<file path="src/rtl/fir_mc_if.sv">
// fir_mc_if -- stream bundle for fir_mc_datapath.
// Carries the coefficient load stream, the sample input stream, the result
// stream and the status flags. The master side drives the filter's inputs,
// and the slave side is the filter itself.
interface fir_mc_if #(
  parameter int DATA_W   = 16,
  parameter int COEF_W   = 16,
  parameter int MAX_TAPS = 16,
  parameter int NUM_CH   = 2
);
  localparam int TC_W = $clog2(MAX_TAPS + 1);
  localparam int CH_W = (NUM_CH > 1) ? $clog2(NUM_CH) : 1;

  // Coefficient stream, h[0] first.
  logic [TC_W-1:0]   tap_count;
  logic              coeff_clear;
  logic              coeff_valid;
  logic              coeff_ready;
  logic [COEF_W-1:0] coeff_data;
  logic              coeff_load_done;

  // Sample stream.
  logic              in_valid;
  logic              in_ready;
  logic [DATA_W-1:0] in_data;
  logic [CH_W-1:0]   in_ch;

  // Result stream.
  logic              out_valid;
  logic              out_ready;
  logic [DATA_W-1:0] out_data;
  logic [CH_W-1:0]   out_ch;

  // Status.
  logic              busy;
  logic              err_ch;

  modport master (
    output tap_count, coeff_clear, coeff_valid, coeff_data,
    output in_valid, in_data, in_ch, out_ready,
    input  coeff_ready, coeff_load_done, in_ready,
    input  out_valid, out_data, out_ch, busy, err_ch
  );

  modport slave (
    input  tap_count, coeff_clear, coeff_valid, coeff_data,
    input  in_valid, in_data, in_ch, out_ready,
    output coeff_ready, coeff_load_done, in_ready,
    output out_valid, out_data, out_ch, busy, err_ch
  );
endinterface

</file>
<file path="src/rtl/fir_mc_datapath.sv">
// fir_mc_datapath -- multi-channel FIR filter built around one shared multiplier.
// Coefficients are loaded once and shared by all channels. Each channel keeps
// its own delay line. A sample is accepted in IDLE. The filter then spends N
// cycles in MAC, one product per cycle, and presents the rounded and shifted
// result in OUT until it is taken.
// Optional feature: define FIR_SATURATE_EN to clamp the result to the DATA_W
// signed range. When the macro is undefined, the result wraps to its low
// DATA_W bits.
module fir_mc_datapath #(
  parameter int DATA_W    = 16,
  parameter int COEF_W    = 16,
  parameter int MAX_TAPS  = 16,
  parameter int NUM_CH    = 2,
  parameter int OUT_SHIFT = 15
) (
  input  logic     clk,
  input  logic     rst,
  fir_mc_if.slave  bus
);
  localparam int TC_W   = $clog2(MAX_TAPS + 1);
  localparam int CH_W   = (NUM_CH > 1) ? $clog2(NUM_CH) : 1;
  localparam int IDX_W  = (MAX_TAPS > 1) ? $clog2(MAX_TAPS) : 1;
  localparam int PROD_W = DATA_W + COEF_W;
  localparam int ACC_W  = DATA_W + COEF_W + $clog2(MAX_TAPS);
  // One extra bit so that adding the rounding constant cannot overflow.
  localparam int SUM_W  = ACC_W + 1;
  localparam int RND_SH = (OUT_SHIFT > 0) ? OUT_SHIFT - 1 : 0;

  localparam logic signed [SUM_W-1:0] RND =
    (OUT_SHIFT > 0) ? (SUM_W'(1) << RND_SH) : '0;
  localparam logic signed [SUM_W-1:0] SAT_MAX =
    {{(SUM_W-DATA_W+1){1'b0}}, {(DATA_W-1){1'b1}}};
  localparam logic signed [SUM_W-1:0] SAT_MIN =
    {{(SUM_W-DATA_W+1){1'b1}}, {(DATA_W-1){1'b0}}};

  typedef enum logic [1:0] {S_LOAD, S_IDLE, S_MAC, S_OUT} state_t;

  state_t state, state_nxt;

  logic signed [COEF_W-1:0] h_mem [MAX_TAPS];
  logic signed [DATA_W-1:0] x_mem [NUM_CH][MAX_TAPS];

  logic [IDX_W-1:0]         n_last;     // N-1 for the loaded filter
  logic [IDX_W-1:0]         load_last;  // N-1 seen by the current load beat
  logic [IDX_W-1:0]         load_idx;
  logic [IDX_W-1:0]         mac_idx;
  logic [CH_W-1:0]          cur_ch;
  logic [CH_W-1:0]          out_ch_q;
  logic signed [ACC_W-1:0]  acc;
  logic signed [ACC_W-1:0]  acc_nxt;
  logic signed [PROD_W-1:0] prod;
  logic signed [DATA_W-1:0] out_data_q;
  logic                     load_done_q;
  logic                     err_ch_q;

  logic coeff_fire, load_end, in_fire, ch_ok, mac_end, out_fire;

  // Round, shift, then saturate or wrap to DATA_W.
  function automatic logic signed [DATA_W-1:0] reduce(input logic signed [ACC_W-1:0] a);
    logic signed [SUM_W-1:0] sum;
    sum = SUM_W'(a) + RND;
`ifdef FIR_SATURATE_EN
    if ((sum >>> OUT_SHIFT) > SAT_MAX)      return DATA_W'(SAT_MAX);
    else if ((sum >>> OUT_SHIFT) < SAT_MIN) return DATA_W'(SAT_MIN);
    else                                    return DATA_W'(sum >>> OUT_SHIFT);
`else
    return DATA_W'(sum >>> OUT_SHIFT);
`endif
  endfunction

  assign coeff_fire = (state == S_LOAD) && bus.coeff_valid;
  assign load_end   = coeff_fire && (load_idx == load_last);
  assign in_fire    = (state == S_IDLE) && bus.in_valid;
  assign ch_ok      = {1'b0, bus.in_ch} < (CH_W+1)'(NUM_CH);
  assign mac_end    = (state == S_MAC) && (mac_idx == n_last);
  assign out_fire   = (state == S_OUT) && bus.out_ready;

  assign prod    = h_mem[mac_idx] * x_mem[cur_ch][mac_idx];
  assign acc_nxt = acc + ACC_W'(prod);

  // Filter length: tap_count is clamped into 1..MAX_TAPS on the first beat only.
  always_comb begin
    // NOTE: give every combinational output a default first so no path can infer a latch.
    load_last = n_last;
    if (load_idx == '0) begin
      if (bus.tap_count == '0)                      load_last = '0;
      else if (bus.tap_count > TC_W'(MAX_TAPS))     load_last = IDX_W'(MAX_TAPS - 1);
      else                                          load_last = IDX_W'(bus.tap_count - 1'b1);
    end
  end

  // Next-state logic. coeff_clear overrides every other transition.
  always_comb begin
    state_nxt = state;
    case (state)
      S_LOAD:  if (load_end)          state_nxt = S_IDLE;
      S_IDLE:  if (in_fire && ch_ok)  state_nxt = S_MAC;
      S_MAC:   if (mac_end)           state_nxt = S_OUT;
      S_OUT:   if (out_fire)          state_nxt = S_IDLE;
      default:                        state_nxt = S_LOAD;
    endcase
    if (bus.coeff_clear) state_nxt = S_LOAD;
  end

  // State register. rst takes priority over coeff_clear.
  always_ff @(posedge clk) begin
    // NOTE: use non-blocking assignments for all clocked state so every flop samples pre-edge values.
    if (rst) state <= S_LOAD;
    else     state <= state_nxt;
  end

  // Coefficient store, delay lines, accumulator and result registers.
  always_ff @(posedge clk) begin
    if (rst) begin
      // NOTE: these memories are reset on purpose. The reset state and coeff_clear both require zeroed history.
      for (int i = 0; i < MAX_TAPS; i++) h_mem[i] <= '0;
      for (int c = 0; c < NUM_CH; c++)
        for (int i = 0; i < MAX_TAPS; i++) x_mem[c][i] <= '0;
      n_last      <= '0;
      load_idx    <= '0;
      mac_idx     <= '0;
      cur_ch      <= '0;
      acc         <= '0;
      out_data_q  <= '0;
      out_ch_q    <= '0;
      load_done_q <= 1'b0;
      err_ch_q    <= 1'b0;
    end else begin
      err_ch_q <= 1'b0;
      if (bus.coeff_clear) begin
        for (int i = 0; i < MAX_TAPS; i++) h_mem[i] <= '0;
        for (int c = 0; c < NUM_CH; c++)
          for (int i = 0; i < MAX_TAPS; i++) x_mem[c][i] <= '0;
        load_idx    <= '0;
        mac_idx     <= '0;
        acc         <= '0;
        load_done_q <= 1'b0;
      end else begin
        case (state)
          S_LOAD: begin
            if (coeff_fire) begin
              h_mem[load_idx] <= $signed(bus.coeff_data);
              if (load_idx == '0) n_last <= load_last;
              if (load_end) begin
                load_idx    <= '0;
                load_done_q <= 1'b1;
              end else begin
                load_idx <= load_idx + 1'b1;
              end
            end
          end
          S_IDLE: begin
            if (in_fire) begin
              if (ch_ok) begin
                for (int k = MAX_TAPS - 1; k > 0; k--)
                  x_mem[bus.in_ch][k] <= x_mem[bus.in_ch][k-1];
                x_mem[bus.in_ch][0] <= $signed(bus.in_data);
                cur_ch  <= bus.in_ch;
                acc     <= '0;
                mac_idx <= '0;
              end else begin
                err_ch_q <= 1'b1;
              end
            end
          end
          S_MAC: begin
            acc <= acc_nxt;
            if (mac_end) begin
              out_data_q <= reduce(acc_nxt);
              out_ch_q   <= cur_ch;
            end else begin
              mac_idx <= mac_idx + 1'b1;
            end
          end
          default: ;
        endcase
      end
    end
  end

  assign bus.coeff_ready     = (state == S_LOAD);
  assign bus.coeff_load_done = load_done_q;
  assign bus.in_ready        = (state == S_IDLE);
  assign bus.out_valid       = (state == S_OUT);
  assign bus.out_data        = out_data_q;
  assign bus.out_ch          = out_ch_q;
  assign bus.busy            = (state == S_MAC) || (state == S_OUT);
  assign bus.err_ch          = err_ch_q;
endmodule

</file>
<file path="src/flat_wrapper.sv">
// flat-port wrapper written by rule: the top's interface ports become plain ports
module fir_mc_datapath_flat 
#(
  parameter int DATA_W    = 16,
  parameter int COEF_W    = 16,
  parameter int MAX_TAPS  = 16,
  parameter int NUM_CH    = 2,
  parameter int OUT_SHIFT = 15
)
  (clk, rst, bus_tap_count, bus_coeff_clear, bus_coeff_valid, bus_coeff_data, bus_in_valid, bus_in_data, bus_in_ch, bus_out_ready, bus_coeff_ready, bus_coeff_load_done, bus_in_ready, bus_out_valid, bus_out_data, bus_out_ch, bus_busy, bus_err_ch);
  fir_mc_if #(.DATA_W(DATA_W), .COEF_W(COEF_W), .MAX_TAPS(MAX_TAPS), .NUM_CH(NUM_CH)) bus_i ();
  input  logic clk;
  input  logic rst;
  input wire logic [$bits(bus_i.tap_count)-1:0] bus_tap_count;
  input wire logic [$bits(bus_i.coeff_clear)-1:0] bus_coeff_clear;
  input wire logic [$bits(bus_i.coeff_valid)-1:0] bus_coeff_valid;
  input wire logic [$bits(bus_i.coeff_data)-1:0] bus_coeff_data;
  input wire logic [$bits(bus_i.in_valid)-1:0] bus_in_valid;
  input wire logic [$bits(bus_i.in_data)-1:0] bus_in_data;
  input wire logic [$bits(bus_i.in_ch)-1:0] bus_in_ch;
  input wire logic [$bits(bus_i.out_ready)-1:0] bus_out_ready;
  output wire logic [$bits(bus_i.coeff_ready)-1:0] bus_coeff_ready;
  output wire logic [$bits(bus_i.coeff_load_done)-1:0] bus_coeff_load_done;
  output wire logic [$bits(bus_i.in_ready)-1:0] bus_in_ready;
  output wire logic [$bits(bus_i.out_valid)-1:0] bus_out_valid;
  output wire logic [$bits(bus_i.out_data)-1:0] bus_out_data;
  output wire logic [$bits(bus_i.out_ch)-1:0] bus_out_ch;
  output wire logic [$bits(bus_i.busy)-1:0] bus_busy;
  output wire logic [$bits(bus_i.err_ch)-1:0] bus_err_ch;
  assign bus_i.tap_count = bus_tap_count;
  assign bus_i.coeff_clear = bus_coeff_clear;
  assign bus_i.coeff_valid = bus_coeff_valid;
  assign bus_i.coeff_data = bus_coeff_data;
  assign bus_i.in_valid = bus_in_valid;
  assign bus_i.in_data = bus_in_data;
  assign bus_i.in_ch = bus_in_ch;
  assign bus_i.out_ready = bus_out_ready;
  assign bus_coeff_ready = bus_i.coeff_ready;
  assign bus_coeff_load_done = bus_i.coeff_load_done;
  assign bus_in_ready = bus_i.in_ready;
  assign bus_out_valid = bus_i.out_valid;
  assign bus_out_data = bus_i.out_data;
  assign bus_out_ch = bus_i.out_ch;
  assign bus_busy = bus_i.busy;
  assign bus_err_ch = bus_i.err_ch;
  fir_mc_datapath #(.DATA_W(DATA_W), .COEF_W(COEF_W), .MAX_TAPS(MAX_TAPS), .NUM_CH(NUM_CH), .OUT_SHIFT(OUT_SHIFT)) u_core (.clk(clk), .rst(rst), .bus(bus_i));
endmodule
</file>
<file path="config.mk">
export PLATFORM = sky130hd
export DESIGN_NAME = fir_mc_datapath_flat
export DESIGN_NICKNAME = d
export VERILOG_FILES = /design/src/rtl/fir_mc_if.sv /design/src/rtl/fir_mc_datapath.sv /design/src/flat_wrapper.sv
export SDC_FILE = /design/constraint.sdc
export NUM_CORES = 2
export LEC_CHECK = 0
export ABC_AREA = 1
export CORE_ASPECT_RATIO = 2
export CORE_UTILIZATION = 53
export DETAILED_ROUTE_END_ITERATION = 8
export PLACE_DENSITY = 0.78
export SLEW_MARGIN = 40
export SYNTH_ARGS = -nofsm -noshare
export SYNTH_HDL_FRONTEND = slang
export SYNTH_SLANG_ARGS = --single-unit
</file>
<file path="constraint.sdc">
create_clock -name clk -period 9.5 [get_ports clk]
set_input_delay 2.85 -clock clk [delete_from_list [all_inputs] [get_ports clk]]
set_output_delay 2.85 -clock clk [all_outputs]
set_load 0.01 [all_outputs]
</file>
### Word-level counts from Yosys, hierarchy flattened

Memory sizes are Yosys's and may differ from the RTL's. A register that Yosys moved wholly into a read port is not among the register bits.
Index checks and enable logic that the tools add are counted.

| word-level totals | value |
|---|---|
| memories kept | 2 |
| input port bits | 44 |
| logic and storage cells | 190 |
| RAM bits | 768 |
| register bits | 69 |
| output and inout port bits | 23 |

Memory list:

| name | words | width | read ports | clocked after Yosys merged registers in | wr ports | line | text |
|---|---|---|---|---|---|---|---|
| u_core.x_mem | 2 | 256 | 2 | 1 | 2 | fir_mc_datapath.sv:41 | `logic signed [DATA_W-1:0] x_mem [NUM_CH][MAX_TAPS];` |
| u_core.h_mem | 16 | 16 | 1 | 1 | 16 | fir_mc_datapath.sv:40 | `logic signed [COEF_W-1:0] h_mem [MAX_TAPS];` |

| operators by class | value |
|---|---|
| reduce and logical (&&, ||, !) cells | 21 |
| $mul | 1 |
| bitwise operators | 50 |
| $add $sub $neg | 5 |
| magnitude comparators | 2 |
| eq/ne operators | 10 |
| muxes and demuxes | 90 |

Operators with widths:

| cell | number |
|---|---|
| two-way mux 16 bit | 52 |
| two-way mux 256 bit | 1 |
| OR reduction 256 bit | 1 |
| case mux 36 bit (2 select lines) | 1 |
| binary-select mux 16 bit (select 4 bit) | 1 |
| OR 1 bit | 48 |
| adder 36 x 32 -> 36 bit | 1 |
| two-way mux 36 bit | 1 |
| two-way mux 4 bit | 9 |
| multiplier 16 x 16 -> 32 bit | 1 |
| adder 31 x 16 -> 31 bit (second input constant) | 1 |
| two-way mux 1 bit | 19 |
| OR reduction 16 bit | 1 |
| AND reduction 3 bit | 4 |
| adder 4 x 1 -> 4 bit (second input constant) | 2 |
| equality test 4 bit | 2 |
| two-way mux 2 bit | 4 |
| != test 2 x 1 -> 1 bit (second input constant) | 4 |
| case mux 2 bit (4 select lines) | 1 |
| case mux 4 bit (2 select lines) | 1 |
| AND reduction 4 bit | 2 |
| >= comparator 5 bit (second input constant) | 1 |
| > comparator 5 bit (second input constant) | 1 |
| logical AND 1 bit | 5 |
| 13 further kinds | 15 |

### Logic depth before layout (Yosys ltp)

| depth | value |
|---|---|
| word-level depth | 9 |
| mapped depth | 45 |
| depth with buffers taken out | 39 |

### Least setup slack after synthesis

No wires, ideal clock.

| path | value |
|---|---|
| kind | input -> register |
| from | input rst |
| to | memory u_core.x_mem[0][0] (netlist name) (enable) |
| library setup time | 1950 ps |
| data arrival time | 7918 ps |
| data required time | 7550 ps |
| setup slack | -368 ps |
| cell stages on the path | 7 |
| cell sequence | nor2_1 -> inv_1 -> nor2_1 -> nand2_1 -> clkbuf_1 -> clkbuf_1 -> nand2_1 |

RTL lines:

| item | line | text |
|---|---|---|
| from (decl) | flat_wrapper.sv:13 | `input logic rst;` |
| to (decl) | fir_mc_datapath.sv:41 |  |

==> key figures <==
Status
  • Status: finished clean

Placed design
  • GP Congestion: between 1 and 1.5
  • Placed inst area: 51700 um2
  • Placed Cells: about 6500
  • Pre-CTS WS: 0.649 ns
  • Hpwl dp: 88.6 mm
  • IO Port Bufs: 65

Clocking
  • CTS sink count: around 840
  • CTS Root Cell: clkbuf_16
  • TritonCTS clock tree: built
  • Clock-pin slew of the registers on the worst-case setup and hold paths: 0.06 ns
  • Post-CTS Hold Buffers: 0
  • Number of H-tree levels: 3
  • # Post-CTS Setup Buffers: 0
  • Total CTS buffers: 75
  • Resize count post-CTS: 0
  • Clock Latency Late Sink: 0.68 ns
  • CTS max path bufs: 3

Synthesis
  • Post-synth EDFFs: around 770
  • Post-Syn Instances: ~5400
  • Synth Net Count: between 5000 and 6000
  • Most used DFF post-synth: edfxtp_1
  • Seq cells post-synth: about 840
  • Distinct cells, synth: 50
  • Mean Syn Cell Area: slightly above 9 um2
  • YS warnings: 0
  • Async SR Flop Fraction: 0%
  • Post-synthesis sequential area ratio: 49.4%
  • Post-Syn Area: between 40000 and 50000 um2

STA
  • Worst Clk Skew: ~0.047 ns
  • WHS: roughly 0.46 ns
  • RSZ-0062 raised after global routing: false
  • Final period demand of the worst path: a little over 9 ns
  • Post-route clock period utilization: about 96%
  • Max Fclk: between 100 and 150 MHz
  • Slew headroom: around two fifths
  • TNS Setup: 0 ns
  • Worst Tran Pin Value: between 0.9 and 1 ns
  • Fin. max-slew vios: 0
  • Final worst slack: ~0.38 ns
  • Final setup violating endpoints: 0
  • Final Hold Viols: 0

Pwr
  • P_leak: approximately 23 nW
  • Power consumption: between 9 and 10 mW
  • IR drop worst, VDD: ~0.20 mV
  • Power Dens Cells: 166 nW/um2

Global route
  • Overflow after GRT: 0
  • Antenna violations before repair: 1
  • First-pass GRT wire length: roughly 200 mm
  • Vias in the first global route: ~38000
  • Largest net degree at the start of global routing: about 170
  • Total Routing Usage GR: 27.4%

Layout
  • Most common cell after layout, fill and taps aside: nor2_1
  • Ant diodes: 0
  • Final instance count without filler cells: 6634
  • Commonest non-fill, non-tap cells in the layout: nor2_1, inv_1, edfxtp_1
  • Finished Cell Area: around 54000 um2
  • Layout cells sized above 1: approximately 5.5%
  • Fin util: slightly below 60%
  • Register area: between 20000 and 25000 um2
  • Area of the multi-input gates: roughly 20000 um2
  • Area grow syn2layout: 9.34%
  • Filler Cells Inserted: 7632
  • Nets: around 5800

Route
  • Wire per inst: between 15 and 20 um
  • DR iter-0 viols: between 3000 and 4000
  • # DRC: 0
  • WL final: 127 mm
  • First-pass iteration count of the detailed router: 6
  • Via density: approximately 5.5
  • Vias: between 30000 and 40000
  • Final ANT Viol Nets: 0

Hold path
  • Hold Path Class: reg -> reg

Critical path
  • Worst Setup End Kind: flop
  • Req. time, crit path: approximately 10 ns
  • CP Class: reg -> reg
  • Crit path max-delay cell type: inv_1
  • Critical path data arrival time: around 10 ns
  • Largest stage delay on the critical path: between 0.5 and 0.6 ns
  • Setup crit start kind: flop
  • Crit path max fanout: 120
  • Most frequent CP cell: fa_1

Die
  • Die Span Y: between 400 and 500 um
  • Starting Density: around 53%
  • Number of top-level pins: 67
  • Rows: 158
  • Core ar.: 92700 um2
  • Die area: 94700 um2
  • Die width: roughly 220 um

Run
  • Max_cap viols: 0
==> cell usage after synthesis (69+ instances only) <==
cell	count	area, um2
inv_1	1029	3860
dfxtp_1	69	1380
clkbuf_1	186	698
edfxtp_1	768	23100
fa_1	285	5710
o21ai_0	384	1920
buf_2	73	365
nand2_1	586	2200
nor2_1	1032	3870
a21oi_1	357	1790
nand3_1	250	1250
ha_1	107	1340
==> critical path, delay by kind of cell, from the launching register on <==
kind,cells,cell delay [ns]
adder cells (fa/ha/maj),7,3.38
buffers and inverters,9,1.78
AND/OR/NAND/NOR,15,2.89
flip-flops,1,0.40
AO/OA/AOI/OAI,4,0.49
==> cell families (layout without fill, tap and decap cells) <==
kind of cell | count (synthesis) | in the layout | share of synthesized area (%)
compound gates | 823 | 823 | 8.74
mux | 60 | 60 | 1.22
other cells | 1 | 1 | 0.00757
xor+xnor | 23 | 23 | 0.513
flops | 837 | 837 | 49.4
simple gates | 1931 | 1931 | 15.7
buf+inv | 1321 | 1367 | 10.3
fa+ha+maj | 392 | 392 | 14.2
==> sequential cells by signal (all words and copies together), names as in the netlist, named ones only <==
register,flops
u_core.acc,31
u_core.bus.coeff_load_done,1
u_core.bus.out_ch,1
u_core.bus.out_data,16
u_core.cur_ch,1
u_core.h_mem,256
u_core.load_idx,4
u_core.mac_idx,4
u_core.n_last,4
u_core.state,2
u_core.x_mem,512
==> where the power goes <==
part	internal, mW	leakage, nW	switching (mW)
Sequential	4.15	9.12	0.0582
Clock	1.63	1.14	1.40
Combinational	0.603	12.4	1.17
==> worst paths after layout <==
path,start,end,slack (ns),cells past startpoint
setup / recovery,flop,u_core.bus.out_data[11],0.38,35
hold / removal,u_core.bus.out_data[0],u_core.bus.out_data[0],0.46,2
setup reg to reg,flop,u_core.bus.out_data[11],0.38,35
hold reg to reg,u_core.bus.out_data[0],u_core.bus.out_data[0],0.46,2
==> layout make-up <==
type	count	area share (%)
flip-flops and latches	837	45.2
multi-input cells	3230	37.1
inverters	1041	7.25
clock buffers	94	3.72
repair buffers	191	3.36
well taps	1200	2.77
clock inverters	41	0.663
==> routing by layer <==
| layer | share of wire [%] | vias up | GRT usage, % |
|---|---|---|---|
| li1 | - | 17098 | - |
| met1 | 33 | 17872 | 28.0 |
| met2 | 55 | 1356 | 51.2 |
| met3 | 5.5 | 426 | 4.04 |
| met4 | 6.8 | 0 | 17.7 |
| met5 | 0 | - | 0 |
No activity file was read; power rests on OpenSTA's default activity.
